`config.mk`:
```
export PLATFORM = sky130hd
export DESIGN_NAME = seg7_scan_driver
export DESIGN_NICKNAME = d
export VERILOG_FILES = /design/src/rtl/seg7_scan_driver.sv
export SDC_FILE = /design/constraint.sdc
export NUM_CORES = 1
export LEC_CHECK = 0
export BUFFER_PORTS_ARGS = -buffer_cell sky130_fd_sc_hd__buf_2
export CORE_MARGIN = 5
export CORE_UTILIZATION = 30
export DETAILED_ROUTE_END_ITERATION = 8
export GPL_TIMING_DRIVEN = 0
export PLACE_DENSITY_LB_ADDON = 0.1
export SLEW_MARGIN = 20
export SYNTH_ARGS = -nofsm -noshare
export SYNTH_HDL_FRONTEND = slang
export SYNTH_SLANG_ARGS = --single-unit
export TNS_END_PERCENT = 20
```
`constraint.sdc`:
```
create_clock -name clk -period 2.1 [get_ports clk]
set_input_delay 0.105 -clock clk [delete_from_list [all_inputs] [get_ports clk]]
set_output_delay 0.105 -clock clk [all_outputs]
set_load 0.02 [all_outputs]
```
`src/rtl/seg7_scan_driver.sv`:
```
// rtl/seg7_scan_driver.sv - 8-digit multiplexed common-anode 7-segment scan driver
// Optional leading-zero blanking is enabled by defining SEG7_LZB_EN.
module seg7_scan_driver #(
  parameter int DIV_W     = 17,
  parameter int BLANK_CYC = 64,
  parameter int DIGITS    = 8
) (
  input  logic        clk,
  input  logic        rst,
  input  logic [31:0] seg7_data,
  output logic [7:0]  an,
  output logic [7:0]  seg,
  output logic        frame_done
);

  localparam logic [DIV_W-1:0] CNT_MAX  = '1;
  localparam logic [DIV_W-1:0] BLANK    = DIV_W'(BLANK_CYC);
  localparam logic [2:0]       IDX_LAST = 3'(DIGITS - 1);
  localparam logic [7:0]       AN_MASK  = 8'((9'h1 << DIGITS) - 9'h1);

  logic [DIV_W-1:0] cnt_q, cnt_d;
  logic [2:0]       idx_q, idx_d;
  logic [31:0]      shadow_q, shadow_d;
  logic [7:0]       an_q, an_d;
  logic [7:0]       seg_q, seg_d;
  logic             fd_q, fd_d;

  logic             tick;
  logic [3:0]       nib;
  logic             digit_on;

  function automatic logic [6:0] hex7(input logic [3:0] n);
    case (n)
      4'h0: hex7 = 7'h3F;
      4'h1: hex7 = 7'h06;
      4'h2: hex7 = 7'h5B;
      4'h3: hex7 = 7'h4F;
      4'h4: hex7 = 7'h66;
      4'h5: hex7 = 7'h6D;
      4'h6: hex7 = 7'h7D;
      4'h7: hex7 = 7'h07;
      4'h8: hex7 = 7'h7F;
      4'h9: hex7 = 7'h6F;
      4'hA: hex7 = 7'h77;
      4'hB: hex7 = 7'h7C;
      4'hC: hex7 = 7'h39;
      4'hD: hex7 = 7'h5E;
      4'hE: hex7 = 7'h79;
      default: hex7 = 7'h71;
    endcase
  endfunction

`ifdef SEG7_LZB_EN
  // Highest digit worth lighting; digit 0 stays lit even when shadow is zero.
  logic [2:0] hi_digit;

  always_comb begin
    hi_digit = 3'd0;
    for (int i = 1; i < 8; i++) begin
      if (shadow_q[4*i +: 4] != 4'h0) hi_digit = 3'(i);
    end
  end

  assign digit_on = (idx_q <= hi_digit);
`else
  assign digit_on = 1'b1;
`endif

  assign tick = (cnt_q == CNT_MAX);
  assign nib  = shadow_q[{idx_q, 2'b00} +: 4];

  always_comb begin
    cnt_d    = cnt_q + 1'b1;
    idx_d    = idx_q;
    shadow_d = shadow_q;
    fd_d     = 1'b0;
    an_d     = 8'hFF;
    seg_d    = 8'hFF;

    // Shadow reload shares the slot-wrap edge of the last digit so a frame never tears.
    if (tick) begin
      if (idx_q == IDX_LAST) begin
        idx_d    = 3'd0;
        shadow_d = seg7_data;
        fd_d     = 1'b1;
      end else begin
        idx_d = idx_q + 3'd1;
      end
    end

    if ((cnt_q >= BLANK) && digit_on) begin
      an_d  = ~(8'h01 << idx_q) | ~AN_MASK;
      seg_d = {1'b1, ~hex7(nib)};
    end
  end

  always_ff @(posedge clk) begin
    if (rst) begin
      cnt_q    <= '0;
      idx_q    <= 3'd0;
      shadow_q <= 32'h0;
      an_q     <= 8'hFF;
      seg_q    <= 8'hFF;
      fd_q     <= 1'b0;
    end else begin
      cnt_q    <= cnt_d;
      idx_q    <= idx_d;
      shadow_q <= shadow_d;
      an_q     <= an_d;
      seg_q    <= seg_d;
      fd_q     <= fd_d;
    end
  end

  assign an         = an_q;
  assign seg        = seg_q;
  assign frame_done = fd_q;

endmodule

```
==> summary.txt <==
Run status
  • Status: finished, violations left
  • Violated checks: negative setup slack

Synthesis
  • Main synth FF type: dfxtp_1
  • Flops & latches, synth: 68
  • Yosys warns: 0
  • Synth cell count leaders: dfxtp_1 (68), a22o_1 (33), nand2_1 (19), nor2_1 (19), ha_1 (15)
  • Netlist cell types: 46
  • Syn Inst Count: 265
  • Post-synth EDFFs: 0
  • Top-area cell type share of the netlist area: 47.9%
  • Fraction of registers with async set/reset: 0%
  • Synth area leaders: dfxtp_1 (48%), a22o_1 (10%), ha_1 (6.6%), mux4_2 (3.2%), xor2_1 (3.1%)
  • Most numerous cell in the Yosys netlist: dfxtp_1
  • Area leader, netlist: dfxtp_1
  • Avg Inst Size Synth: 10.7 sq um
  • Cell Area, Synth: 2840 sq um
  • Sequential-to-total area share from yosys stat: 47.9%
  • Post-Syn Nets: 314

CTS
  • Worst-path clk slew: 70 ps
  • Clk sink count: 68
  • CTS tree: built
  • H-tree depth: 3
  • Cts bufs inserted: 9
  • Worst-skew pair later-pin latency: 330 ps
  • Clock root cell: clkbuf_8
  • Clk buf depth: 2

Placed design
  • # port buffers: 49
  • Placed Cells: 443
  • Routability cong.: 0.797
  • HPWL after detailed placement: 4790 um
  • Placed Area: 3250 sq um

Power and ir drop
  • Internal Power: 1780 uW
  • Switching share of power: 22.1%
  • Clk network pwr share: 38.3%
  • Comb pwr share: 4.9%
  • Reg power frac: 56.8%
  • PnR Total Power: 2280 uW
  • PD cells: 587 nW/um^2
  • Net switching power figure: 504 uW
  • LEAKAGE: 0.00156 uW
  • Peak supply drop: 258 uV

Cells and area
  • Area delta synth->final: 36.7%
  • # fillers: 924
  • Final nets: 413
  • Share of cells above drive strength 1: 29.3%
  • Final instance area: 3890 sq um
  • Area of the multi-input gates: 1440 sq um
  • Reg area: 1370 sq um
  • Post-Layout Cell Count: 497
  • # diodes: 0

STA
  • Final hold viol count: 0
  • Peak Freq: 476 MHz
  • Post-layout min period: 2100 ps
  • Slew Viols, Final: 0
  • Setup ws final: -1.54 ps
  • Final setup vio count: 1
  • Final setup skew: 7.74 ps
  • RSZ-0062 raised after global routing: yes
  • Final period utilization: 100%

Route
  • DR vias: 2,276
  • Post-route ant nets: 0
  • DR DRC count: 0
  • WL per Instance: 13.7 um
  • WL final: 6800 um
  • Vias per cell: 4.58
  • DRT iter0 DRCs: 50
  • DR pass1 iterations: 4

Worst setup path
  • Crit path launch type: register
  • Critical path capture point type: register
  • RR Endpoint: seg[3]
  • CP startpoint: idx_q[0]
  • Crit path capture: seg[3]
  • Req. time, crit path: 2350 ps
  • FF-to-FF path depth: 9
  • Arr. time, crit path: 2350 ps
  • FF-to-FF setup slack: -2 ps
  • Critical path class: register to register
  • CP max FO: 6
  • R2r startpoint: idx_q[0]

Floorplanning
  • Row cnt: 35
  • Chip Width: 107 um
  • Starting Density: 30.8%
  • Core area: 9240 sq um
  • # IOs: 51
  • Die height: 107 um
  • Die area: 11,500 sq um

Worst hold path
  • Hold Path Class: input pin to register

Run
  • Max Cap Viol: 0

Global routing
  • Vias in the first global route: 2,246
  • GR Overflow Total: 0
  • First-pass GRT wire length: 11,000 um
  • Largest net degree at the start of global routing: 11
  • Initial antenna violation count: 0
  • GRT Total Usage: 12.2%
-- power groups by stage --
stage	Combinational, uW	Sequential [uW]	Clock, uW
2_1_floorplan	25.7	1330	0
5_1_grt	125	1300	961
4_1_cts	111	1300	902
6_report	112	1300	873
3_3_place_gp	67.6	1330	0
3_5_place_dp	67.2	1330	0
-- worst min path at each step --
| stage | startpoint | endpoint | slack, ps | depth (start not counted) |
|---|---|---|---|---|
| floorplan | seg7_data[0] | shadow_q[0] | 230 | 1 |
| global placement | seg7_data[12] | shadow_q[12] | 320 | 2 |
| detailed placement | seg7_data[12] | shadow_q[12] | 320 | 2 |
| CTS | seg7_data[27] | shadow_q[27] | 2 | 2 |
| global route | seg7_data[27] | shadow_q[27] | 10 | 2 |
| finish | seg7_data[27] | shadow_q[27] | 5 | 2 |
-- metal layers --
layer  global-route usage, %  vias up  share of wire [%]
li1                        -     1156                  -
met1                    15.7     1056                 48
met2                    19.8       51                 46
met3                    2.82       13                4.5
met4                    4.60        0                1.6
met5                       0        -                  0
-- critical path, stage by stage (launching register included) --
cell and delay (ps):
dfxtp_4 370, buf_12 120, mux4_2 490, mux2_4 350
inv_6 100, ha_4 120, inv_2 40, a21oi_2 80
and4bb_1 180, a31oi_1 170
-- sequential cells by signal, indices dropped and copies added (netlist names) --
signal,count
shadow_q,32
cnt_q,17
an,8
seg,7
idx_q,3
frame_done,1
-- repair_timing --
item                                    in CTS  in global routing
endpoints found under the setup margin      38                 36
endpoints found under the hold margin       31                  0
pin swaps                                    2                  3
buffers inserted                             8                  1
resized for setup                           22                 21
hold buffers                                31                  0
-- layout by cell type (no fill, tap or decap), drive strengths merged, types with 2 or more instances in the layout --
master       netlist  routed
a22o              33      33
inv                8       8
mux2               3       3
dlygate4sd3        0      31
nor4               2       2
nor2b              4       4
o21ai              6       6
dfxtp             68      68
buf                4      65
nand4              4       4
nor2              20      20
ha                15      15
or3                4       4
and4               2       2
mux4               6       6
clkinv             0       3
and3               2       2
a21oi              7       7
and2               2       2
nand3              9       9
o221ai             5       5
xnor2              2       2
mux2i              7       7
clkbuf            11      19
nand2             19      19
xor2              10      10
a31oi              2       2
-- kinds of logic after synthesis --
logic type / Yosys count / synth area share [%]
AND/OR/NAND/NOR: 72 / 12.5
flip-flops: 68 / 47.9
AO/OA/AOI/OAI: 58 / 16.1
buffers and inverters: 23 / 3.83
multiplexers: 16 / 9.24
adder cells (fa/ha/maj): 15 / 6.60
XOR/XNOR: 12 / 3.70
other: 1 / 0.132
-- through the flow --
step                      hold slack, ps  util (%)  worst slack (ps)  setup TNS [ps]
after global placement               315      35.2              -421          -13550
after CTS                           2.33      41.4             -20.1           -20.1
final                               5.48      42.1             -1.54           -1.54
after global routing                11.1      42.1             -90.7            -157
after floorplan                      231         -              29.1               0
after detailed placement             318      35.2              -439          -14020
-- area by class of cell --
class / instances / area share [%]
tap: 129 / 4.15
timing repair buffer: 89 / 16.0
buffer: 14 / 2.83
clock buffer: 12 / 3.47
clock inverter: 3 / 0.386
inverter: 8 / 0.901
sequential: 68 / 35.1
multi-input combinational: 174 / 37.1
No activity file was read; power rests on OpenSTA's default activity.
